File: src/rtl/inst_loader.sv
// inst_loader: writer side of the instruction BRAM.
// Assembles big-endian 32-bit words from a UART byte stream and writes them
// sequentially into BRAM port A from address 0. Loading ends after the
// sentinel word has been written, or when the last address has been filled
// (overflow).
// Optional feature: define INST_LOADER_CHECKSUM_EN to build a running
// mod-2**32 sum of all written words on the checksum output. When the macro
// is undefined, checksum is tied to zero and no adder exists.
module inst_loader #(
  parameter int          INST_SIZE = 10,
  parameter logic [31:0] SENTINEL  = 32'h0000_003F
) (
  input  logic                 clk,
  input  logic                 rst,
  input  logic                 start,
  input  logic [7:0]           rx_data,
  input  logic                 rx_valid,
  output logic [INST_SIZE-1:0] addra,
  output logic [31:0]          dina,
  output logic                 wea,
  output logic                 done,
  output logic                 overflow,
  output logic [INST_SIZE:0]   word_count,
  output logic [31:0]          checksum
);

  // WRITE drives the write strobe; CHECK is the cycle after it, where the
  // strobe drops and the end-of-load decision is made.
  typedef enum logic [2:0] {
    S_IDLE  = 3'd0,
    S_RECV  = 3'd1,
    S_WRITE = 3'd2,
    S_CHECK = 3'd3,
    S_DONE  = 3'd4
  } state_t;

  localparam logic [INST_SIZE-1:0] LAST_ADDR = '1;
  localparam logic [INST_SIZE-1:0] ADDR_ONE  = {{(INST_SIZE-1){1'b0}}, 1'b1};
  localparam logic [INST_SIZE:0]   CNT_ONE   = {{INST_SIZE{1'b0}}, 1'b1};

  state_t               state_q, state_d;
  logic [INST_SIZE-1:0] addra_q, addra_d;
  logic [31:0]          dina_q, dina_d;
  logic                 wea_q, wea_d;
  logic                 done_q, done_d;
  logic                 overflow_q, overflow_d;
  logic [INST_SIZE:0]   word_count_q, word_count_d;
  logic [1:0]           byte_cnt_q, byte_cnt_d;
  logic [31:0]          shift_q, shift_d;
  logic                 byte_accept;

`ifdef INST_LOADER_CHECKSUM_EN
  logic [31:0]          checksum_q, checksum_d;
`endif

  // Bytes are taken while a load is in progress, including the WRITE/CHECK
  // cycles, so a fast sender never loses the first bytes of the next word.
  assign byte_accept = rx_valid &&
                       ((state_q == S_RECV) || (state_q == S_WRITE) ||
                        (state_q == S_CHECK));

  // Next-state and next-output computation for the whole loader.
  always_comb begin
    state_d      = state_q;
    addra_d      = addra_q;
    dina_d       = dina_q;
    wea_d        = 1'b0;
    done_d       = done_q;
    overflow_d   = overflow_q;
    word_count_d = word_count_q;
    byte_cnt_d   = byte_cnt_q;
    shift_d      = shift_q;
`ifdef INST_LOADER_CHECKSUM_EN
    checksum_d   = checksum_q;
`endif

    if (byte_accept) begin
      shift_d    = {shift_q[23:0], rx_data};
      byte_cnt_d = byte_cnt_q + 2'd1;
    end

    unique case (state_q)
      S_IDLE, S_DONE: begin
        if (start) begin
          state_d      = S_RECV;
          addra_d      = '0;
          byte_cnt_d   = '0;
          shift_d      = '0;
          word_count_d = '0;
          done_d       = 1'b0;
          overflow_d   = 1'b0;
`ifdef INST_LOADER_CHECKSUM_EN
          checksum_d   = '0;
`endif
        end
      end

      S_RECV: begin
        // Fourth byte completes the word; first byte sits in [31:24].
        if (rx_valid && (byte_cnt_q == 2'd3)) begin
          dina_d     = {shift_q[23:0], rx_data};
          byte_cnt_d = '0;
          state_d    = S_WRITE;
        end
      end

      S_WRITE: begin
        wea_d        = 1'b1;
        word_count_d = word_count_q + CNT_ONE;
`ifdef INST_LOADER_CHECKSUM_EN
        checksum_d   = checksum_q + dina_q;
`endif
        state_d      = S_CHECK;
      end

      S_CHECK: begin
        if (dina_q == SENTINEL) begin
          done_d  = 1'b1;
          state_d = S_DONE;
        end else if (addra_q == LAST_ADDR) begin
          // Address space exhausted without a sentinel; never wrap.
          done_d     = 1'b1;
          overflow_d = 1'b1;
          state_d    = S_DONE;
        end else begin
          addra_d = addra_q + ADDR_ONE;
          state_d = S_RECV;
        end
      end

      default: begin
        state_d = S_IDLE;
      end
    endcase
  end

  // State and registered outputs; reset aborts any load immediately.
  always_ff @(posedge clk or posedge rst) begin
    if (rst) begin
      state_q      <= S_IDLE;
      addra_q      <= '0;
      dina_q       <= '0;
      wea_q        <= 1'b0;
      done_q       <= 1'b0;
      overflow_q   <= 1'b0;
      word_count_q <= '0;
      byte_cnt_q   <= '0;
      shift_q      <= '0;
    end else begin
      state_q      <= state_d;
      addra_q      <= addra_d;
      dina_q       <= dina_d;
      wea_q        <= wea_d;
      done_q       <= done_d;
      overflow_q   <= overflow_d;
      word_count_q <= word_count_d;
      byte_cnt_q   <= byte_cnt_d;
      shift_q      <= shift_d;
    end
  end

`ifdef INST_LOADER_CHECKSUM_EN
  // Running sum of every word written in the current load.
  always_ff @(posedge clk or posedge rst) begin
    if (rst) begin
      checksum_q <= '0;
    end else begin
      checksum_q <= checksum_d;
    end
  end

  assign checksum = checksum_q;
`else
  assign checksum = 32'h0;
`endif

  assign addra      = addra_q;
  assign dina       = dina_q;
  assign wea        = wea_q;
  assign done       = done_q;
  assign overflow   = overflow_q;
  assign word_count = word_count_q;

endmodule

File: config.mk
export PLATFORM = sky130hd
export DESIGN_NAME = inst_loader
export DESIGN_NICKNAME = d
export VERILOG_FILES = /design/src/rtl/inst_loader.sv
export SDC_FILE = /design/constraint.sdc
export NUM_CORES = 1
export LEC_CHECK = 0
export ABC_CLOCK_PERIOD_IN_PS = 3070
export CAP_MARGIN = 20
export CORE_AREA = 2 2 123 137
export CTS_CLUSTER_DIAMETER = 150
export DETAILED_ROUTE_END_ITERATION = 6
export DIE_AREA = 0 0 125 139
export HOLD_SLACK_MARGIN = 0.15
export SLEW_MARGIN = 40
export SYNTH_ARGS = -nofsm -noshare
export SYNTH_HDL_FRONTEND = slang
export SYNTH_SLANG_ARGS = --single-unit
File: constraint.sdc
create_clock -name clk -period 3.07 [get_ports clk]
set_input_delay 0.614 -clock clk [delete_from_list [all_inputs] [get_ports clk]]
set_output_delay 0.614 -clock clk [all_outputs]
set_load 0.01 [all_outputs]
## Word level (Yosys, flattened, before mapping)

Index checks and enable logic that the tools add are counted.

| word-level totals | value |
|---|---|
| register bits | 93 |
| bits of input ports | 12 |
| output and inout bits | 88 |
| word-level logic and storage cells | 64 |

| operators by class | value |
|---|---|
| add/subtract/negate cells | 3 |
| equality and inequality tests | 13 |
| multiplexer cells | 25 |
| reduce and logical (&&, ||, !) cells | 14 |

Operators with widths:

| kind | count |
|---|---|
| 32-bit two-way mux | 3 |
| 32-bit by 6-bit == test with 1-bit output (second input constant) | 1 |
| 10-bit two-way mux | 3 |
| 11-bit one-hot mux with 2 select lines | 1 |
| 10-bit one-hot mux with 2 select lines | 1 |
| 3-bit two-way mux | 4 |
| 3-bit one-hot mux with 4 select lines | 1 |
| 11-bit by 1-bit adder with 11-bit output (second input constant) | 1 |
| 11-bit two-way mux | 1 |
| 10-bit by 1-bit adder with 10-bit output (second input constant) | 1 |
| 10-bit == test (second input constant) | 1 |
| 4-bit AND reduction | 2 |
| 3-bit by 2-bit == test with 1-bit output (second input constant) | 2 |
| 2-bit two-way mux | 3 |
| 2-bit != test (second input constant) | 3 |
| 2-bit AND reduction | 3 |
| 1-bit two-way mux | 5 |
| 2-bit by 1-bit != test with 1-bit output (second input constant) | 2 |
| 1-bit one-hot mux with 2 select lines | 2 |
| 2-bit one-hot mux with 2 select lines | 1 |
| 2-bit nonzero test | 2 |
| 3-bit by 1-bit == test with 1-bit output (second input constant) | 1 |
| 3-bit == test (second input constant) | 1 |
| 3-bit logical NOT | 1 |
| other kinds (7) | 9 |

## Logic depth before layout (Yosys ltp)

| logic depth | value |
|---|---|
| word-level depth | 7 |
| gate-level depth with buffers | 7 |

## Least setup slack after synthesis

No wires, ideal clock.

| path | value |
|---|---|
| kind | register -> register |
| start point | reg addra_q[0] (netlist: addra[0]) |
| end point | reg addra_q[8] (netlist: addra[8]) |
| library setup time | 0.077 ns |
| arrival time | 1.820 ns |
| data required time | 2.993 ns |
| path slack | 1.172 ns |
| cell stages (with the launch flop) | 7 |
| path buffers | 0 |
| period minus slack after synthesis | 1.898 ns |
| path through | dfrtp_1 -> ha_1 -> nand2_1 -> nor4_2 -> or4_4 -> or4_1 -> a21oi_1 |

| between the ends | value |
|---|---|
| longest elaborated chain between the ends | 4 |
| elaborated cells between the ends (all ways) | 7 |
| classes of those cells | add/sub: 1; eq/ne: 2; mux: 3; reduce/logical: 1 |

RTL lines:

| element | line | source |
|---|---|---|
| start: declaration | 42 | `logic [INST_SIZE-1:0] addra_q, addra_d;` |
| start signal: assignment | 151 | `addra_q <= addra_d;` |
| 10-bit by 1-bit adder with 10-bit output | 126 | `addra_d = addra_q + ADDR_ONE;` |
| 10-bit two-way mux | 120 | `end else if (addra_q == LAST_ADDR) begin` |
| 10-bit two-way mux | 117 | `if (dina_q == SENTINEL) begin` |
| 10-bit one-hot mux with 2 select lines | 82 | `unique case (state_q)` |

Parallel ways exist; a longest one is shown, timed or not. The select of a mux whose other input is x is not followed.
A chain may end at the register's enable or synchronous reset.

## Worst setup path in the final report

Same ends and word-level chain as after synthesis.

==> flow_summary.json <==
{
  "final_common_cell": "dfrtp_1",
  "synth_area_leaders": "dfrtp_1, mux2_2, nand2_1",
  "gp_congestion": 0.740,
  "endpoint_kind": "flop",
  "portBuffers": 67,
  "grt_pass1_wl_mm": 14.9,
  "crit_start": "addra[0]",
  "fin_crit_ns": 2.19,
  "dr_total_vias": 2844,
  "hpwl_mm": 6.30,
  "dr.pass1.iters": 4,
  "crit_type": "flop to flop",
  "htree_levels": 3,
  "worstMarginPinSlew_ns": 0.644,
  "insertion_delay_ns": 0.34,
  "wl_mm": 8.90,
  "clock.fmax_mhz": 456,
  "grt_max_degree": 57,
  "vdd_ir_drop_max_mv": 0.415,
  "powerDensity_mw_per_mm2": 838,
  "cts_setup_buffers": 0,
  "yosysWarnings": 0,
  "reg2reg_to": "addra[8]",
  "cts_tree": "yes",
  "wl_per_cell_microns": 13.8,
  "drt_iter0_markers": 150,
  "max_cap_viol_count": 0,
  "ys_seq_area_share_pct": 54.2,
  "crit_path_max_fanout": 12,
  "antenna_found_initial": 0,
  "via_per_inst": 4.40,
  "core_area_sq_mm": 0.0161,
  "clock-root-buffer": "clkbuf_16",
  "die-area_sq_mm": 0.0174,
  "drt.antenna.violating_nets": 0,
  "synthFlopType": "dfrtp_1",
  "die_h_microns": 139,
  "grt_use_total_pct": 10.5,
  "leakage_nw": 2.20,
  "cp.required_ns": 3.32,
  "drive_above_1_share_pct": 14.4,
  "cp-endpoint": "addra[8]",
  "ctsResizeCount": 0,
  "syn2layout_area_growth_pct": 28.2,
  "final_cell_mix": "dfrtp_1, nand2_1, clkdlybuf4s50_1",
  "start_util_pct": 24.4,
  "fin_crit_sh_pct": 71.4,
  "syn_inst": 372,
  "setup_viol": 0,
  "worstReg2RegStart": "addra[0]",
  "clk_pin_slew_worst_paths_ns": 0.06,
  "clock_skew_ns": 0.00780,
  "grt_overflow": 0,
  "synth-edff-count": 0,
  "fp-row-count": 49,
  "worst_r2r_path_depth": 7,
  "async_reset_ff_share_pct": 100,
  "arrival_ns": 2.45,
  "hold_viol": 0,
  "synth-seq-cells": 85,
  "drc": 0,
  "layout.nets": 453,
  "report.power.total_mw": 4.22,
  "clkSinkCount": 85,
  "holdBufCountCts": 0,
  "cts_buffers": 9,
  "yosys.area.top_type": "dfrtp_1",
  "n_fill_cell": 1646,
  "clk_path_buf_depth": 2,
  "holdCritPathClass": "flop to flop",
  "first_global_vias": 2814,
  "synth_top_area_share_pct": 54.2,
  "slew_violations": 0,
  "ys_types": 45,
  "ios": 100,
  "rsz0062_at_grt": "false",
  "diodes": 0,
  "start_kind": "flop",
  "status": "finished clean",
  "fin_setup_tns_ns": 0,
  "die_x_microns": 125,
  "slew-limit-headroom_pct": 56.9,
  "netlist_area_sq_mm": 0.00393,
  "syn_area_per_cell_sq_um": 10.6,
  "ff2ff_setup_slack_ns": 0.88
}
[cells in the mapped netlist, types with 2 or more instances]
library cell and instances:
or3_1 2, nand3_1 9, a21oi_1 33, or4_1 4, o211ai_1 3, dfrtp_1 85
nor3_1 2, nand2_1 74, mux2i_1 10, inv_1 6, buf_4 33, nand3b_1 2
nand4_1 4, o21ai_0 9, buf_2 5, o31ai_1 5, and2_1 2, clkbuf_1 10
nor4_1 6, ha_1 3, mux2_2 31, or3b_2 2, nor2_1 10
[flip-flops by register name, summed over array words and instances (netlist names)]
name / count
word_count: 11
byte_cnt_q: 2
addra: 10
state_q: 3
done: 1
overflow: 1
dina: 32
shift_q: 24
wea: 1
[how the worst min path moves through the flow]
stage	cells past startpoint	endpoint	slack, ns	start
finish	1	word_count[10]	0.48	word_count[10]
global route	1	word_count[10]	0.51	word_count[10]
CTS	1	word_count[10]	0.48	word_count[10]
detailed placement	1	word_count[10]	0.47	word_count[10]
global placement	1	word_count[10]	0.46	word_count[10]
floorplan	1	dina[29]	0.48	shift_q[21]
[cells by family (layout without fill, tap and decap cells)]
family / count (synthesis) / after routing / synth area share, %
simple gates: 131 / 131 / 16.4
flops: 85 / 85 / 54.2
buf+inv: 56 / 96 / 8.92
compound gates: 53 / 53 / 7.49
mux: 42 / 42 / 11.7
fa+ha+maj: 3 / 3 / 0.956
other cells: 1 / 32 / 0.0955
xor+xnor: 1 / 1 / 0.223
[routing by layer]
metal	track usage [%]	share of wire (%)	vias to the layer above
met2	16.9	49	67
met4	4.15	1.7	0
li1	-	-	1352
met3	2.24	3.2	13
met5	0	0	-
met1	13.9	46	1412
[critical path, stage by stage (launching register included)]
cell	delay, ns
dfrtp_1	0.43
ha_1	0.25
nand2_1	0.12
nor4_2	0.07
buf_4	0.17
or4_4	0.51
or4_1	0.42
a21oi_1	0.16
[through the flow]
stage | cells | utilization [%] | hold WS (ns) | area, sq um | worst slack, ns
after floorplan | 403 | - | 0.479 | 4040 | 0.263
after global placement | 631 | 29.3 | 0.461 | 4700 | 0.723
after detailed placement | 631 | 29.3 | 0.472 | 4700 | 0.699
after CTS | 647 | 31.3 | 0.480 | 5030 | 0.801
after global routing | 647 | 31.3 | 0.513 | 5030 | 0.654
final | 647 | 31.3 | 0.477 | 5030 | 0.878
[layout make-up]
class | instances | area, sq um | share of cell area, %
flip-flops and latches | 85 | 2130 | 42.2
multi-input cells | 262 | 1570 | 31.1
repair buffers | 73 | 728 | 14.5
well taps | 204 | 255 | 5.07
clock buffers | 9 | 225 | 4.47
clock inverters | 7 | 106 | 2.11
inverters | 7 | 27.5 | 0.547
[power breakdown]
| part | internal, mW | total, mW | switching, mW |
|---|---|---|---|
| registers | 1.48 | 1.78 | 0.302 |
| logic | 0.666 | 1.25 | 0.580 |
| clock network | 0.725 | 1.19 | 0.462 |
| total | 2.87 | 4.22 | 1.34 |
No activity file was read; power rests on OpenSTA's default activity.
